`src/rtl/video_inst_sequencer.sv`:
```
// Instruction FIFO, decoder and command dispatcher for the DMA movers and stream router.
// Define VIDEO_SEQ_PERF_EN to add the stall_cycles / active_cycles performance counters.
module video_inst_sequencer #(
    parameter int ADDR_WIDTH   = 64,
    parameter int FIFO_DEPTH   = 8,
    parameter int NR_FUN_UNITS = 2,
    parameter int DEST_WIDTH   = 3
) (
    input  logic                        aclk,
    input  logic                        aresetn,
    input  logic                        inst_valid,
    input  logic [31:0]                 inst_data,
    output logic                        inst_ready,
    output logic [31:0]                 inst_peek,
    output logic [$clog2(FIFO_DEPTH):0] fifo_count,
    output logic [ADDR_WIDTH-1:0]       rd_src,
    output logic [12:0]                 rd_len,
    output logic                        rd_valid,
    input  logic                        rd_ready,
    output logic [ADDR_WIDTH-1:0]       wr_dest,
    output logic                        wr_valid,
    input  logic                        wr_ready,
    output logic [DEST_WIDTH-1:0]       routing_dest,
    output logic                        busy,
    output logic                        err_illegal,
    input  logic                        err_clear,
    output logic [31:0]                 retired_count
`ifdef VIDEO_SEQ_PERF_EN
    ,
    output logic [31:0]                 stall_cycles,
    output logic [31:0]                 active_cycles
`endif
);

    localparam int PTR_W = $clog2(FIFO_DEPTH);
    localparam int CNT_W = PTR_W + 1;
    localparam logic [CNT_W-1:0] FULL_COUNT = CNT_W'(FIFO_DEPTH);

    localparam logic [5:0] OP_NOP          = 6'd0;
    localparam logic [5:0] OP_LOAD_RD_FULL = 6'd2;
    localparam logic [5:0] OP_LOAD_WR_FULL = 6'd3;
    localparam logic [5:0] OP_LOAD_RD_LOW  = 6'd4;
    localparam logic [5:0] OP_LOAD_WR_LOW  = 6'd5;
    localparam logic [5:0] OP_MOV          = 6'd8;

    typedef enum logic [2:0] {
        S_IDLE,
        S_LOAD_HI_RD,
        S_LOAD_HI_WR,
        S_ISSUE,
        S_WAIT
    } state_t;

    state_t state_reg, state_next;

    logic [31:0]      mem_reg [FIFO_DEPTH];
    logic [PTR_W-1:0] wr_ptr_reg, rd_ptr_reg;
    logic [CNT_W-1:0] count_reg;
    logic             fifo_full, fifo_empty, push, pop;
    logic [31:0]      head;

    logic [ADDR_WIDTH-1:0] base_rd_reg, base_rd_next;
    logic [ADDR_WIDTH-1:0] base_wr_reg, base_wr_next;
    logic [ADDR_WIDTH-1:0] rd_src_reg, rd_src_next;
    logic [ADDR_WIDTH-1:0] wr_dest_reg, wr_dest_next;
    logic [12:0]           rd_len_reg, rd_len_next;
    logic [DEST_WIDTH-1:0] routing_dest_reg, routing_dest_next;
    logic                  rd_valid_reg, rd_valid_next;
    logic                  wr_valid_reg, wr_valid_next;
    logic                  err_reg;
    logic [31:0]           retired_reg;
    logic                  retire, illegal_op;

    // Instruction FIFO; the head is read combinationally so IDLE can decode and pop in one cycle.
    assign fifo_full  = (count_reg == FULL_COUNT);
    assign fifo_empty = (count_reg == '0);
    assign push       = inst_valid && !fifo_full;
    assign head       = mem_reg[rd_ptr_reg];

    always_ff @(posedge aclk) begin
        if (push) begin
            mem_reg[wr_ptr_reg] <= inst_data;
        end
    end

    always_ff @(posedge aclk) begin
        if (!aresetn) begin
            wr_ptr_reg <= '0;
            rd_ptr_reg <= '0;
            count_reg  <= '0;
        end else begin
            if (push) begin
                wr_ptr_reg <= wr_ptr_reg + PTR_W'(1);
            end
            if (pop) begin
                rd_ptr_reg <= rd_ptr_reg + PTR_W'(1);
            end
            count_reg <= count_reg + CNT_W'(push) - CNT_W'(pop);
        end
    end

    // Decode of the head word
    logic [5:0]            opcode;
    logic [ADDR_WIDTH-1:0] src_off, dest_off;
    logic [12:0]           len;
    logic [NR_FUN_UNITS:0] cmd_hit;
    logic                  is_cmd;

    assign opcode   = head[5:0];
    assign src_off  = ADDR_WIDTH'({head[12:6], 6'b0});
    assign dest_off = ADDR_WIDTH'({head[19:13], 6'b0});
    assign len      = {head[26:20], 6'b0};

    // Entry 0 is MOV, entry k is functional unit k.
    genvar gi;
    generate
        for (gi = 0; gi <= NR_FUN_UNITS; gi++) begin : g_cmd_hit
            assign cmd_hit[gi] = (opcode == 6'(8 + gi));
        end
    endgenerate
    assign is_cmd = |cmd_hit;

    // Candidate base values for low-part and high-part loads.
    logic [ADDR_WIDTH-1:0] base_rd_lo, base_wr_lo, base_rd_hi, base_wr_hi;
    generate
        if (ADDR_WIDTH > 32) begin : g_wide
            assign base_rd_lo = {base_rd_reg[ADDR_WIDTH-1:32], head[31:6], 6'b0};
            assign base_wr_lo = {base_wr_reg[ADDR_WIDTH-1:32], head[31:6], 6'b0};
            assign base_rd_hi = {head[ADDR_WIDTH-33:0], base_rd_reg[31:0]};
            assign base_wr_hi = {head[ADDR_WIDTH-33:0], base_wr_reg[31:0]};
        end else begin : g_narrow
            assign base_rd_lo = {head[31:6], 6'b0};
            assign base_wr_lo = {head[31:6], 6'b0};
            assign base_rd_hi = base_rd_reg;
            assign base_wr_hi = base_wr_reg;
        end
    endgenerate

    always_comb begin
        state_next        = state_reg;
        pop               = 1'b0;
        retire            = 1'b0;
        illegal_op        = 1'b0;
        base_rd_next      = base_rd_reg;
        base_wr_next      = base_wr_reg;
        rd_src_next       = rd_src_reg;
        wr_dest_next      = wr_dest_reg;
        rd_len_next       = rd_len_reg;
        routing_dest_next = routing_dest_reg;
        rd_valid_next     = rd_valid_reg;
        wr_valid_next     = wr_valid_reg;

        case (state_reg)
            S_IDLE: begin
                if (!fifo_empty) begin
                    pop = 1'b1;
                    if (is_cmd) begin
                        if (len == 13'd0) begin
                            retire = 1'b1;
                        end else begin
                            rd_src_next       = base_rd_reg + src_off;
                            wr_dest_next      = base_wr_reg + dest_off;
                            rd_len_next       = len;
                            routing_dest_next = DEST_WIDTH'(opcode - OP_MOV);
                            rd_valid_next     = 1'b1;
                            wr_valid_next     = 1'b1;
                            state_next        = S_ISSUE;
                        end
                    end else begin
                        case (opcode)
                            OP_NOP: retire = 1'b1;
                            OP_LOAD_RD_LOW: begin
                                base_rd_next = base_rd_lo;
                                retire       = 1'b1;
                            end
                            OP_LOAD_WR_LOW: begin
                                base_wr_next = base_wr_lo;
                                retire       = 1'b1;
                            end
                            OP_LOAD_RD_FULL: begin
                                base_rd_next = base_rd_lo;
                                state_next   = S_LOAD_HI_RD;
                            end
                            OP_LOAD_WR_FULL: begin
                                base_wr_next = base_wr_lo;
                                state_next   = S_LOAD_HI_WR;
                            end
                            default: illegal_op = 1'b1;
                        endcase
                    end
                end
            end
            S_LOAD_HI_RD: begin
                if (!fifo_empty) begin
                    pop          = 1'b1;
                    base_rd_next = base_rd_hi;
                    retire       = 1'b1;
                    state_next   = S_IDLE;
                end
            end
            S_LOAD_HI_WR: begin
                if (!fifo_empty) begin
                    pop          = 1'b1;
                    base_wr_next = base_wr_hi;
                    retire       = 1'b1;
                    state_next   = S_IDLE;
                end
            end
            S_ISSUE: begin
                // Both handshakes complete independently; WAIT follows once both have landed.
                if (!rd_valid_reg && !wr_valid_reg) begin
                    state_next = S_WAIT;
                end
                if (rd_valid_reg && rd_ready) begin
                    rd_valid_next = 1'b0;
                end
                if (wr_valid_reg && wr_ready) begin
                    wr_valid_next = 1'b0;
                end
            end
            S_WAIT: begin
                if (rd_ready && wr_ready) begin
                    retire     = 1'b1;
                    state_next = S_IDLE;
                end
            end
            default: state_next = S_IDLE;
        endcase
    end

    always_ff @(posedge aclk) begin
        if (!aresetn) begin
            state_reg        <= S_IDLE;
            base_rd_reg      <= '0;
            base_wr_reg      <= '0;
            rd_src_reg       <= '0;
            wr_dest_reg      <= '0;
            rd_len_reg       <= '0;
            routing_dest_reg <= '0;
            rd_valid_reg     <= 1'b0;
            wr_valid_reg     <= 1'b0;
            err_reg          <= 1'b0;
            retired_reg      <= '0;
        end else begin
            state_reg        <= state_next;
            base_rd_reg      <= base_rd_next;
            base_wr_reg      <= base_wr_next;
            rd_src_reg       <= rd_src_next;
            wr_dest_reg      <= wr_dest_next;
            rd_len_reg       <= rd_len_next;
            routing_dest_reg <= routing_dest_next;
            rd_valid_reg     <= rd_valid_next;
            wr_valid_reg     <= wr_valid_next;
            if (err_clear) begin
                err_reg <= 1'b0;
            end else if (illegal_op) begin
                err_reg <= 1'b1;
            end
            if (retire) begin
                retired_reg <= retired_reg + 32'd1;
            end
        end
    end

    assign inst_ready    = !fifo_full;
    assign inst_peek     = fifo_empty ? 32'd0 : head;
    assign fifo_count    = count_reg;
    assign rd_src        = rd_src_reg;
    assign rd_len        = rd_len_reg;
    assign rd_valid      = rd_valid_reg;
    assign wr_dest       = wr_dest_reg;
    assign wr_valid      = wr_valid_reg;
    assign routing_dest  = routing_dest_reg;
    assign busy          = (state_reg != S_IDLE) || !fifo_empty;
    assign err_illegal   = err_reg;
    assign retired_count = retired_reg;

`ifdef VIDEO_SEQ_PERF_EN
    logic [31:0] stall_cycles_reg, active_cycles_reg;

    always_ff @(posedge aclk) begin
        if (!aresetn) begin
            stall_cycles_reg  <= '0;
            active_cycles_reg <= '0;
        end else begin
            if (inst_valid && fifo_full && (stall_cycles_reg != 32'hFFFF_FFFF)) begin
                stall_cycles_reg <= stall_cycles_reg + 32'd1;
            end
            if (((state_reg == S_ISSUE) || (state_reg == S_WAIT)) &&
                (active_cycles_reg != 32'hFFFF_FFFF)) begin
                active_cycles_reg <= active_cycles_reg + 32'd1;
            end
        end
    end

    assign stall_cycles  = stall_cycles_reg;
    assign active_cycles = active_cycles_reg;
`endif

endmodule

```
`config.mk`:
```
export PLATFORM = sky130hd
export DESIGN_NAME = video_inst_sequencer
export DESIGN_NICKNAME = d
export VERILOG_FILES = /design/src/rtl/video_inst_sequencer.sv
export SDC_FILE = /design/constraint.sdc
export NUM_CORES = 1
export LEC_CHECK = 0
export CAP_MARGIN = 20
export CORE_MARGIN = 4
export CORE_UTILIZATION = 25
export CTS_CLUSTER_SIZE = 16
export DETAILED_ROUTE_END_ITERATION = 8
export PLACE_DENSITY = 0.49
export SYNTH_ARGS = -nofsm -noshare
export SYNTH_HDL_FRONTEND = slang
export SYNTH_SLANG_ARGS = --single-unit
```
`constraint.sdc`:
```
create_clock -name aclk -period 6.45 [get_ports aclk]
set_input_delay 0.645 -clock aclk [delete_from_list [all_inputs] [get_ports aclk]]
set_output_delay 0.645 -clock aclk [all_outputs]
set_load 0.02 [all_outputs]
```
# == After elaboration in Yosys (flattened, before gate mapping) ==
# Memory sizes are Yosys's and may differ from the RTL's. A register that Yosys moved wholly into a read port is not among the register bits.
# Cells that the tools add are included.
# op_classes
reduce_logical,32
eq_ne,22
bitwise,7
n_addsub,8
muxes,41
# ops
cell,count
$pmux 64 s2,2
$mux 32,7
$add 64x13->64,2
$mux 64,1
$add 32x1->32 const B,1
$mux 3,8
$reduce_and 5->1,4
$eq 6x4->1 const B,3
$mux 1,18
$ne 2x2->1 const B,8
$logic_not 13->1,1
$eq 6x2->1 const B,2
$eq 6x3->1 const B,2
$pmux 3 s4,1
$reduce_or 3->1,3
$reduce_or 2->1,4
$not 1->1,7
$add 3x1->3 const B,2
$eq 3x2->1 const B,2
$logic_not 6->1,1
$pmux 3 s2,1
$reduce_and 3->1,2
$reduce_and 6->1,1
$logic_and 1x1->1,5
other kinds (18),22
# totals
ram_bits,256
output_inout_bits,217
in_bits,38
reg_bits,314
memories,1
elab_cells,127
# mem_list
name,depth,word_bits,rd,rd_clocked_by_memory_dff,write_ports,line_no,rtl
mem_reg,8,32,1,1,1,56,logic [31:0] mem_reg [FIFO_DEPTH];

# == Depth between registers and ports, before layout ==
# Gate-level depths: netlist (run 1).
# logic_depth
ltp_word,6
mapped_depth,20
mapped_depth_nobuf,14

# == Worst setup path before layout (run 1) ==
# OpenSTA, ideal clock, no wires.
# synth_path
path_type,reg2reg
from,reg with a tool-made name
to,"reg wr_dest_reg[57], in the netlist wr_dest[57]"
n_path_buf,5
period_less_slack_ps,4692
stages_incl_launch_ff,16
setup_time_ps,91
slack_ps,1758
arrival_ps,4601
path_cell_list,dfxtp_1 buf_6 buf_12 buf_2 buf_1 clkbuf_1 mux4_2 mux2i_1 inv_1 ha_1 nand3_1 a2bb2oi_1 a211oi_1 nand4_1 or3_1 a311oi_1
# synth_lines
element,line_no,rtl
to (signal assigned),249,wr_dest_reg <= wr_dest_next;
to (decl),65,"logic [ADDR_WIDTH-1:0] wr_dest_reg, wr_dest_next;"

==> key figures, run 1 <==
Outcome
  • Run status: complete, no violations

Pwr
  • Pwr dens: 405 nW/um2
  • Psw: 4.24 mW
  • Flop pwr share: 0.367
  • Proportion of power drawn by the clock network: 0.304
  • Overall power: 11.9 mW
  • Internal power: 7.67 mW
  • VDD IR max: 250 uV
  • Leakage power: 9.12 nW
  • Part of the total power dissipated in combinational logic: 0.329
  • Net switching fraction of the power: 0.356

Clock network
  • Number of buffers added by the clock tree synthesis step: 60
  • Cells resized by post-CTS repair: 0
  • Htree depth: 2
  • TritonCTS clock tree: built
  • Clock tree root buffer cell: sky130_fd_sc_hd__clkbuf_16
  • Number of buffers on the longest clock path: 3
  • Later-pin clock latency in the skew report: 0.65 ns
  • Clock input transition at the sequential cells of the worst setup and hold paths: 0.06 ns
  • Num Clock Sinks: 549
  • Total setup buffers inserted after CTS: 0
  • Post-CTS Hold Fix Bufs: 0

Synthesis
  • Flop and latch count out of synthesis: 549
  • Sequential element share of the synthesized area: 0.576
  • Area leader, netlist: sky130_fd_sc_hd__edfxtp_1
  • Gate Count Post-Synth: 2,072
  • Main synth FF type: sky130_fd_sc_hd__dfxtp_1
  • Ys Warns: 0
  • Number of enable flip-flop cells after synthesis: 256
  • Post-Syn Area per Cell: 11.3 um2
  • Area share of the largest cell type after synthesis: 0.327
  • Share of flip-flops with an asynchronous set or reset: 0
  • Main area contributors after synthesis: sky130_fd_sc_hd__edfxtp_1, sky130_fd_sc_hd__dfxtp_1, sky130_fd_sc_hd__mux4_2, sky130_fd_sc_hd__nor2_1, sky130_fd_sc_hd__a211oi_1
  • Post-synth cell types: 62
  • Post-synth design cell area: 23,500 um2

Placement
  • RD Place Congestion: 0.806
  • Number of buffer cells added on primary ports: 236
  • Dpl hpwl: 51,600 um
  • Worst slack at placement: 1.51 ns
  • Post-place instance area: 27,300 um2

Worst setup path
  • CP peak stage delay: 0.83 ns
  • Cell seen most often among critical-path stages: sky130_fd_sc_hd__a21oi_1
  • Register-to-register setup slack: 1.55 ns
  • Critical path data arrival time: 5.37 ns
  • Cells traversed along the worst timing path: buf_12 > mux4_2 > mux2i_1 > inv_1 > ha_1 > a21o_1 > a21oi_1 > o21bai_1 > a21boi_0 > nand2b_1 > nor3_1 > xnor2_1 > a21oi_1
  • Critical Path Start Type: flip-flop
  • Type of the worst setup path: reg -> reg
  • Critical path required time: 6.92 ns
  • CP Max Fanout: 47
  • Kind of end point of the critical path: flip-flop
  • Cell at the slowest stage of the critical path: sky130_fd_sc_hd__dfxtp_2

Layout
  • Finished Cell Area: 29,400 um2
  • Share of cells above drive strength 1: 0.110
  • Area added between synthesis and finish: 25.1%
  • Final layout net count: 2,354
  • Flip-flop count of the largest register after layout: 256

Timing
  • Final hold violation count: 0
  • Maximum clock skew at final layout: 0.0266 ns
  • RSZ-0062 raised after global routing: false
  • Post-Route Hold Slack: 0.435 ns
  • Highest clock frequency the design can meet: 204 MHz
  • Finish-stage setup viols: 0
  • Aggregate negative setup slack: 0 ns
  • Setup slack of the critical path after layout: 1.55 ns
  • Measured slew at the worst slew-check pin: 1.12 ns
  • Final max-slew violation count: 0
  • Minimum period implied by the final worst setup slack: 4.90 ns
  • Worst slew slack as a fraction of its limit: 0.240
  • Final Cycle Share: 0.760

Global route
  • Total congestion overflow: 0
  • Wire length of the first global-routing pass: 110,000 um
  • Total GRT Usage: 0.148
  • Maximum number of pins on one net before global-route repair: 124
  • Vias in the first global route: 16,577
  • Antenna violations before repair: 5

Routing
  • Drt initial violations: 1,619
  • Remaining number of nets flagged by the antenna check after routing: 0
  • Routed WL per cell: 21.0 um
  • Via-per-instance ratio: 4.76
  • Remaining design rule violation count: 0
  • Number of detailed-route iterations in the first pass: 5
  • Number of vias in the routed layout: 17,129
  • Final wirelength: 75,600 um

Floorplanning
  • Placeable core region: 93,300 um2
  • Initial standard-cell utilization of the core: 0.252
  • Full die area: 99,000 um2
  • Die Span X: 315 um
  • Number of core rows: 112
  • Height of the die: 315 um
  • # IOs: 255

Min path
  • Hold/Removal Path Class: reg -> reg

Job
  • Max capacitance violation total: 0
==> synthesized netlist by cell type, drive strengths merged (4+ instances only) <==
cell      n
a211oi  153
or4      25
nor2    320
or3      12
or2       5
edfxtp  256
nor3b     4
o21a      4
dfxtp   293
nand2b    6
nand4    36
nor3     35
nand2    94
ha       23
o31ai    24
nand3    48
a21o      9
mux2i    63
xor2     36
clkbuf   96
and2     11
mux2      8
a21oi   109
and4      7
nor2b     4
o21ai    77
xnor2    79
and3     30
nor4     16
mux4     61
inv      43
a311oi    4
buf      54
==> critical path, delay by kind of cell (launching register included) <==
family	cells	cell delay, ns
compound gates	5	1.03
xor+xnor	1	0.25
fa+ha+maj	1	0.24
buf+inv	2	0.48
flops	1	0.83
mux	2	1.17
simple gates	2	0.70
==> metal layers <==
| metal | track usage | wire [um] | vias up | share of wire |
|---|---|---|---|---|
| li1 | - | - | 8018 | - |
| met1 | 0.205 | 34500 | 8485 | 0.46 |
| met2 | 0.243 | 35500 | 533 | 0.47 |
| met3 | 0.0236 | 4230 | 89 | 0.056 |
| met4 | 0.0341 | 1380 | 4 | 0.018 |
| met5 | 0 | 27 | - | 0.00036 |
==> layout by cell type (no fill, tap or decap), drive strengths merged, types with 5 or more instances in the layout <==
| master | n |
|---|---|
| a21oi | 109 |
| o31ai | 24 |
| xor2 | 36 |
| mux2 | 8 |
| or4 | 25 |
| and2 | 11 |
| nand2 | 94 |
| nor2 | 320 |
| inv | 44 |
| clkinv | 19 |
| xnor2 | 79 |
| nand3 | 48 |
| nand2b | 6 |
| and4 | 7 |
| o21ai | 77 |
| bufinv | 8 |
| or2 | 5 |
| nor4 | 16 |
| dfxtp | 293 |
| mux2i | 63 |
| ha | 23 |
| or3 | 12 |
| a21o | 9 |
| nand4 | 36 |
| clkdlybuf4s50 | 235 |
| mux4 | 61 |
| conb | 18 |
| edfxtp | 256 |
| clkbuf | 82 |
| a211oi | 153 |
| nor3 | 35 |
| buf | 54 |
| and3 | 30 |
==> stage by stage <==
stage	utilization	cells
after global routing	0.315	3595
after CTS	0.315	3594
after detailed placement	0.293	3482
after floorplan	-	2089
final	0.315	3597
after global placement	0.292	3481
==> final timing paths <==
path	end	cells after the start	startpoint
max	rd_src[31]	13	flip-flop
min	routing_dest[2]	2	routing_dest[2]
max reg2reg	rd_src[31]	13	flip-flop
min reg2reg	routing_dest[2]	2	routing_dest[2]
==> power groups by stage <==
stage	Sequential, mW	Combinational [mW]	Clock, mW
global placement	4.45	3.87	0
detailed placement	4.46	3.92	0
global route	4.43	4.18	3.85
finish	4.37	3.92	3.62
floorplan	4.45	2.06	0
CTS	4.38	3.94	3.71
==> layout make-up <==
class / count / area [um2]
clock inverter: 30 / 395
timing repair buffer: 289 / 2780
antenna: 3 / 7.51
clock buffer: 82 / 1700
inverter: 44 / 173
fill: 9441 / 63900
sequential: 549 / 13600
multi-input combinational: 1346 / 9240
tap: 1254 / 1570
==> logic make-up after synthesis <==
logic type | count (synthesis) | synth area share
buf+inv | 194 | 0.0367
simple gates | 659 | 0.130
mux | 132 | 0.0902
flops | 549 | 0.576
fa+ha+maj | 26 | 0.0148
other cells | 1 | 0.000159
xor+xnor | 115 | 0.0428
compound gates | 396 | 0.109
No activity file was read; power rests on OpenSTA's default activity.
==> inputs of run 2 (changes only) <==
- PLACE_DENSITY: 0.49 -> 0.5
- clock period: 6.45 -> 4.3 ns (I/O delays scaled with it)
==> run 2 against run 1 <==
Combinational power is 56% higher. Sequential power is 49% higher. Global-route usage is 0.098 points higher. Core utilization is 0.29 points higher. Largest cell class unchanged. Critical path depth is 6 lower. Non-clock buffer count is 35 higher. Clock-buffer cell count is 2 higher. Wire length hardly changed. Die area stayed put. Critical path type is now reg -> out. Sequential cell count stayed put. Highest routed layer unchanged. Power is 50% higher. Via count is 1.0% higher.
==> key figures, run 2 (synthesized netlist as in run 1, its figures left out) <==
Worst setup path
  • Critical Path Start Type: flip-flop
  • Kind of end point of the critical path: output pin
  • Cells traversed along the worst timing path: buf_12 > buf_4 > mux2i_1 > mux2_2 > o21a_1 > nor2_1 > clkdlybuf4s50_1
  • CP Max Fanout: 20
  • Critical path data arrival time: 3.58 ns
  • Critical path required time: 3.87 ns
  • Cell at the slowest stage of the critical path: sky130_fd_sc_hd__clkdlybuf4s50_1
  • CP peak stage delay: 0.68 ns
  • Type of the worst setup path: reg -> out

Clock network
  • Later-pin clock latency in the skew report: 0.64 ns
  • TritonCTS clock tree: built
  • Clock input transition at the sequential cells of the worst setup and hold paths: 0.06 ns
  • Number of buffers on the longest clock path: 3
  • Post-CTS Hold Fix Bufs: 0
  • Number of buffers added by the clock tree synthesis step: 61
  • Num Clock Sinks: 549
  • Total setup buffers inserted after CTS: 0
  • Htree depth: 2
  • Clock tree root buffer cell: sky130_fd_sc_hd__clkbuf_16
  • Cells resized by post-CTS repair: 0

Timing
  • Final Cycle Share: 0.932
  • Final hold violation count: 0
  • Finish-stage setup viols: 0
  • Maximum clock skew at final layout: 0.0185 ns
  • Setup slack of the critical path after layout: 0.293 ns
  • Measured slew at the worst slew-check pin: 0.882 ns
  • Highest clock frequency the design can meet: 250 MHz
  • Final max-slew violation count: 0
  • Minimum period implied by the final worst setup slack: 4.01 ns
  • RSZ-0062 raised after global routing: false
  • Aggregate negative setup slack: 0 ns
  • Worst slew slack as a fraction of its limit: 0.406

Outcome
  • Run status: complete, no violations

Layout
  • Final layout net count: 2,390
  • Post-layout util: 0.318
  • Share of cells above drive strength 1: 0.122
  • Leading cell type in the layout, fill and taps excluded: sky130_fd_sc_hd__nor2_1
  • Flip-flop count of the largest register after layout: 256
  • Finished Cell Area: 29,700 um2
  • Area added between synthesis and finish: 26.2%
  • Highest-count cells in the layout ignoring fill and taps: sky130_fd_sc_hd__nor2_1, sky130_fd_sc_hd__dfxtp_1, sky130_fd_sc_hd__edfxtp_1, sky130_fd_sc_hd__clkdlybuf4s50_1, sky130_fd_sc_hd__a211oi_1

Job
  • Max capacitance violation total: 0

Routing
  • Number of detailed-route iterations in the first pass: 5
  • Routed WL per cell: 20.8 um
  • Drt initial violations: 1,310
  • Via-per-instance ratio: 4.76
  • Remaining number of nets flagged by the antenna check after routing: 0
  • Remaining design rule violation count: 0
  • Number of vias in the routed layout: 17,307
  • Final wirelength: 75,600 um

Floorplanning
  • Full die area: 99,000 um2
  • Die Span X: 315 um
  • # IOs: 255
  • Placeable core region: 93,300 um2
  • Number of core rows: 112
  • Initial standard-cell utilization of the core: 0.252
  • Height of the die: 315 um

Global route
  • Wire length of the first global-routing pass: 111,000 um
  • Maximum number of pins on one net before global-route repair: 120
  • Total congestion overflow: 0
  • Total GRT Usage: 0.149
  • Vias in the first global route: 17,003
  • Antenna violations before repair: 8

Placement
  • RD Place Congestion: 0.809
  • Post-place instance area: 27,600 um2
  • Number of buffer cells added on primary ports: 236
  • Worst slack at placement: 0.369 ns
  • Dpl hpwl: 52,500 um

Pwr
  • VDD IR max: 577 uV
  • Pwr dens: 603 nW/um2
  • Leakage power: 9.29 nW

Min path
  • Hold/Removal Path Class: in -> reg
## run 2: cell types whose count changed in the layout (fill, tap and decap cells not counted), moves of 2 or more
cell / delta
sky130_fd_sc_hd__buf_12: +7
sky130_fd_sc_hd__buf_4: +29
sky130_fd_sc_hd__bufinv_16: -3
sky130_fd_sc_hd__clkbuf_8: +2
sky130_fd_sc_hd__clkinv_2: +3
sky130_fd_sc_hd__clkinv_4: -2
sky130_fd_sc_hd__diode_2: +2
sky130_fd_sc_hd__inv_6: +3
sky130_fd_sc_hd__mux2i_1: +7
sky130_fd_sc_hd__mux2i_2: -7
## run 2: final timing paths
path,startpoint,end,slack (ns),depth (start not counted)
max,flip-flop,inst_peek[3],0.29,7
min,aresetn,routing_dest[2],0.41,4
max reg2reg,flip-flop,wr_dest[57],0.39,11
min reg2reg,routing_dest[2],routing_dest[2],0.43,2
## run 2: critical path, delay by kind of cell (launching register included)
family,cells,cell delay (ns)
buffers and inverters,3,1.16
flip-flops,1,0.63
multiplexers,2,0.43
AND/OR/NAND/NOR,1,0.37
AO/OA/AOI/OAI,1,0.33
## run 2: cell type report
| type | count | area, um2 |
|---|---|---|
| Clock buffer | 84 | 1720 |
| Timing Repair Buffer | 324 | 3120 |
| Multi-Input combinational cell | 1346 | 9220 |
| Tap cell | 1254 | 1570 |
| Fill cell | 9440 | 63600 |
| Clock inverter | 31 | 310 |
| Antenna cell | 5 | 12.5 |
| Sequential cell | 549 | 13600 |
| Inverter | 44 | 173 |
## run 2: stage by stage
stage / std cells / hold WS, ns / power (mW)
floorplan: 2089 / 0.462 / 9.77
global placement: 3517 / 0.420 / 12.7
detailed placement: 3517 / 0.426 / 12.8
CTS: 3632 / 0.376 / 18.1
global route: 3635 / 0.426 / 18.7
finish: 3637 / 0.411 / 17.9
## run 2: metal layers
layer,share of wire,vias to the layer above,track usage
met5,0.00034,-,0
met4,0.032,4,0.0498
met3,0.064,115,0.0257
met2,0.46,569,0.239
met1,0.44,8511,0.203
li1,-,8108,-
## run 2: where the power goes
group	total (mW)	leakage, nW	switching [mW]	internal (mW)
combinational	6.13	3.59	3.74	2.38
clock	5.26	1.00	2.16	3.10
sequential	6.51	4.69	0.499	6.01
total	17.9	9.29	6.40	11.5
==> inputs of run 3 (changes only) <==
- CORE_UTILIZATION: 25 -> 34
- CTS_CLUSTER_DIAMETER: not set -> 120
- PLACE_DENSITY: 0.5 -> 0.62
==> run 3 against run 2 <==
Clock skew rose by 0.0061 ns. Sequential cell count unchanged. Maximum frequency rose by 0.38%. Combinational power decreased by 1%. Register-to-register slack worse by 0.03 ns. Critical endpoint unchanged. Largest power group unchanged.
==> key figures, run 3 (synthesized netlist as in run 1, its figures left out) <==
Routing
  • Final wirelength: 68,300 um
  • Routed WL per cell: 21.0 um
  • Via-per-instance ratio: 5.24
  • Remaining design rule violation count: 0
  • Drt initial violations: 1,713
  • Number of vias in the routed layout: 17,058
  • Remaining number of nets flagged by the antenna check after routing: 0
  • Number of detailed-route iterations in the first pass: 5

Clock network
  • Later-pin clock latency in the skew report: 0.58 ns
  • Cells resized by post-CTS repair: 0
  • TritonCTS clock tree: built
  • Total setup buffers inserted after CTS: 0
  • Clock tree root buffer cell: sky130_fd_sc_hd__clkbuf_16
  • Htree depth: 2
  • Number of buffers on the longest clock path: 3
  • Num Clock Sinks: 549
  • Number of buffers added by the clock tree synthesis step: 40
  • Post-CTS Hold Fix Bufs: 0
  • Clock input transition at the sequential cells of the worst setup and hold paths: 0.08 ns

Global route
  • Antenna violations before repair: 4
  • Maximum number of pins on one net before global-route repair: 119
  • Vias in the first global route: 16,250
  • Total GRT Usage: 0.179
  • Wire length of the first global-routing pass: 102,000 um
  • Total congestion overflow: 0

Floorplanning
  • # IOs: 255
  • Initial standard-cell utilization of the core: 0.343
  • Placeable core region: 68,600 um2
  • Height of the die: 271 um
  • Number of core rows: 96
  • Full die area: 73,400 um2
  • Die Span X: 271 um

Placement
  • Number of buffer cells added on primary ports: 236
  • RD Place Congestion: 0.864
  • Dpl hpwl: 47,600 um

Layout
  • Final layout net count: 2,364
  • Flip-flop count of the largest register after layout: 256
  • Fill cell total of the finished layout: 6,387
  • Leading cell type in the layout, fill and taps excluded: sky130_fd_sc_hd__nor2_1
  • Area added between synthesis and finish: 20.7%
  • Highest-count cells in the layout ignoring fill and taps: sky130_fd_sc_hd__nor2_1, sky130_fd_sc_hd__dfxtp_1, sky130_fd_sc_hd__edfxtp_1, sky130_fd_sc_hd__clkdlybuf4s50_1, sky130_fd_sc_hd__a211oi_1
  • Share of cells above drive strength 1: 0.0996

Worst setup path
  • Critical Path Start Type: flip-flop
  • CP Max Fanout: 24
  • Register-to-Register Path Depth: 11
  • Type of the worst setup path: reg -> out
  • Critical path required time: 3.87 ns
  • Critical path data arrival time: 3.56 ns
  • Kind of end point of the critical path: output pin
  • Register-to-register setup slack: 0.36 ns

Timing
  • Maximum clock skew at final layout: 0.0246 ns
  • Final max-slew violation count: 0
  • Aggregate negative setup slack: 0 ns
  • Worst slew slack as a fraction of its limit: 0.344
  • Final Cycle Share: 0.928
  • RSZ-0062 raised after global routing: false
  • Highest clock frequency the design can meet: 251 MHz
  • Finish-stage setup viols: 0
  • Minimum period implied by the final worst setup slack: 3.99 ns
  • Measured slew at the worst slew-check pin: 0.975 ns
  • Final hold violation count: 0

Min path
  • Hold/Removal Path Class: in -> reg
  • Hold Path Depth: 2

Pwr
  • Pwr dens: 567 nW/um2
  • Overall power: 16.1 mW
  • Proportion of power drawn by the clock network: 0.223
  • Flop pwr share: 0.402
  • VDD IR max: 475 uV
  • Leakage power: 8.83 nW
  • Internal power: 10.2 mW
  • Net switching fraction of the power: 0.366
  • Part of the total power dissipated in combinational logic: 0.375
  • Psw: 5.89 mW

Job
  • Max capacitance violation total: 0

Outcome
  • Run status: complete, no violations
run 3: changes by cell type in the layout (fill, tap and decap cells not counted), moves of 2 or more:
cell                         previous run  this run
sky130_fd_sc_hd__clkinvlp_4             3         0
sky130_fd_sc_hd__clkinv_2              15         0
sky130_fd_sc_hd__clkinv_1               3         0
sky130_fd_sc_hd__mux2i_2                5         7
sky130_fd_sc_hd__clkbuf_1              12        18
sky130_fd_sc_hd__inv_6                  3         1
sky130_fd_sc_hd__clkbuf_8              11         0
sky130_fd_sc_hd__bufinv_16              5         0
sky130_fd_sc_hd__buf_4                 80        74
sky130_fd_sc_hd__clkinv_8               0         2
sky130_fd_sc_hd__diode_2                5         2
sky130_fd_sc_hd__mux2i_1               58        56
sky130_fd_sc_hd__clkbuf_16             61        42
run 3: critical path: stages, from the launching register on:
cell,delay [ns]
sky130_fd_sc_hd__dfxtp_2,0.86
sky130_fd_sc_hd__buf_4,0.31
sky130_fd_sc_hd__mux2i_1,0.13
sky130_fd_sc_hd__mux2_2,0.30
sky130_fd_sc_hd__o21a_1,0.35
sky130_fd_sc_hd__nor2_1,0.33
sky130_fd_sc_hd__clkdlybuf4s50_1,0.68
run 3: worst paths after layout:
check                        from              end
hold reg to reg   routing_dest[2]  routing_dest[2]
hold / removal          err_clear      err_illegal
setup / recovery        flip-flop     inst_peek[3]
setup reg to reg        flip-flop      wr_dest[57]
run 3: power by group through the flow:
| stage | sequential [mW] | clock [mW] | combinational [mW] |
|---|---|---|---|
| CTS | 6.47 | 3.68 | 6.03 |
| floorplan | 6.67 | 0 | 3.10 |
| finish | 6.46 | 3.59 | 6.04 |
| global placement | 6.56 | 0 | 5.93 |
| detailed placement | 6.59 | 0 | 6.00 |
| global route | 6.53 | 3.90 | 6.43 |
run 3: final cells by class:
class / instances / area, um2 / area share
Tap cell: 931 / 1160 / 0.0411
Sequential cell: 549 / 13600 / 0.478
Clock inverter: 2 / 32.5 / 0.00115
Multi-Input combinational cell: 1346 / 9220 / 0.325
Clock buffer: 60 / 1120 / 0.0394
Inverter: 44 / 170 / 0.00600
Timing Repair Buffer: 319 / 3100 / 0.109
Antenna cell: 2 / 5.00 / 0.000176
run 3: routing by layer:
metal	routed length (um)	vias to the layer above	global-route usage	part of all wire
met5	24	-	0	0.00035
met4	1530	4	0.0479	0.022
met3	5160	89	0.0357	0.076
met2	31900	558	0.293	0.47
met1	29700	8397	0.245	0.43
li1	-	8010	-	-
run 3: stage by stage:
stage          instance area, um2  instances  setup slack [ns]   util  hold WS (ns)
5_1_grt                     28400       3252            0.0202  0.414         0.395
3_3_place_gp                27200       3188             0.489  0.396         0.418
3_5_place_dp                27200       3188             0.392  0.396         0.425
2_1_floorplan               23600       2089            0.0534      -         0.462
6_report                    28400       3253             0.308  0.414         0.414
4_1_cts                     28300       3250             0.338  0.413         0.391
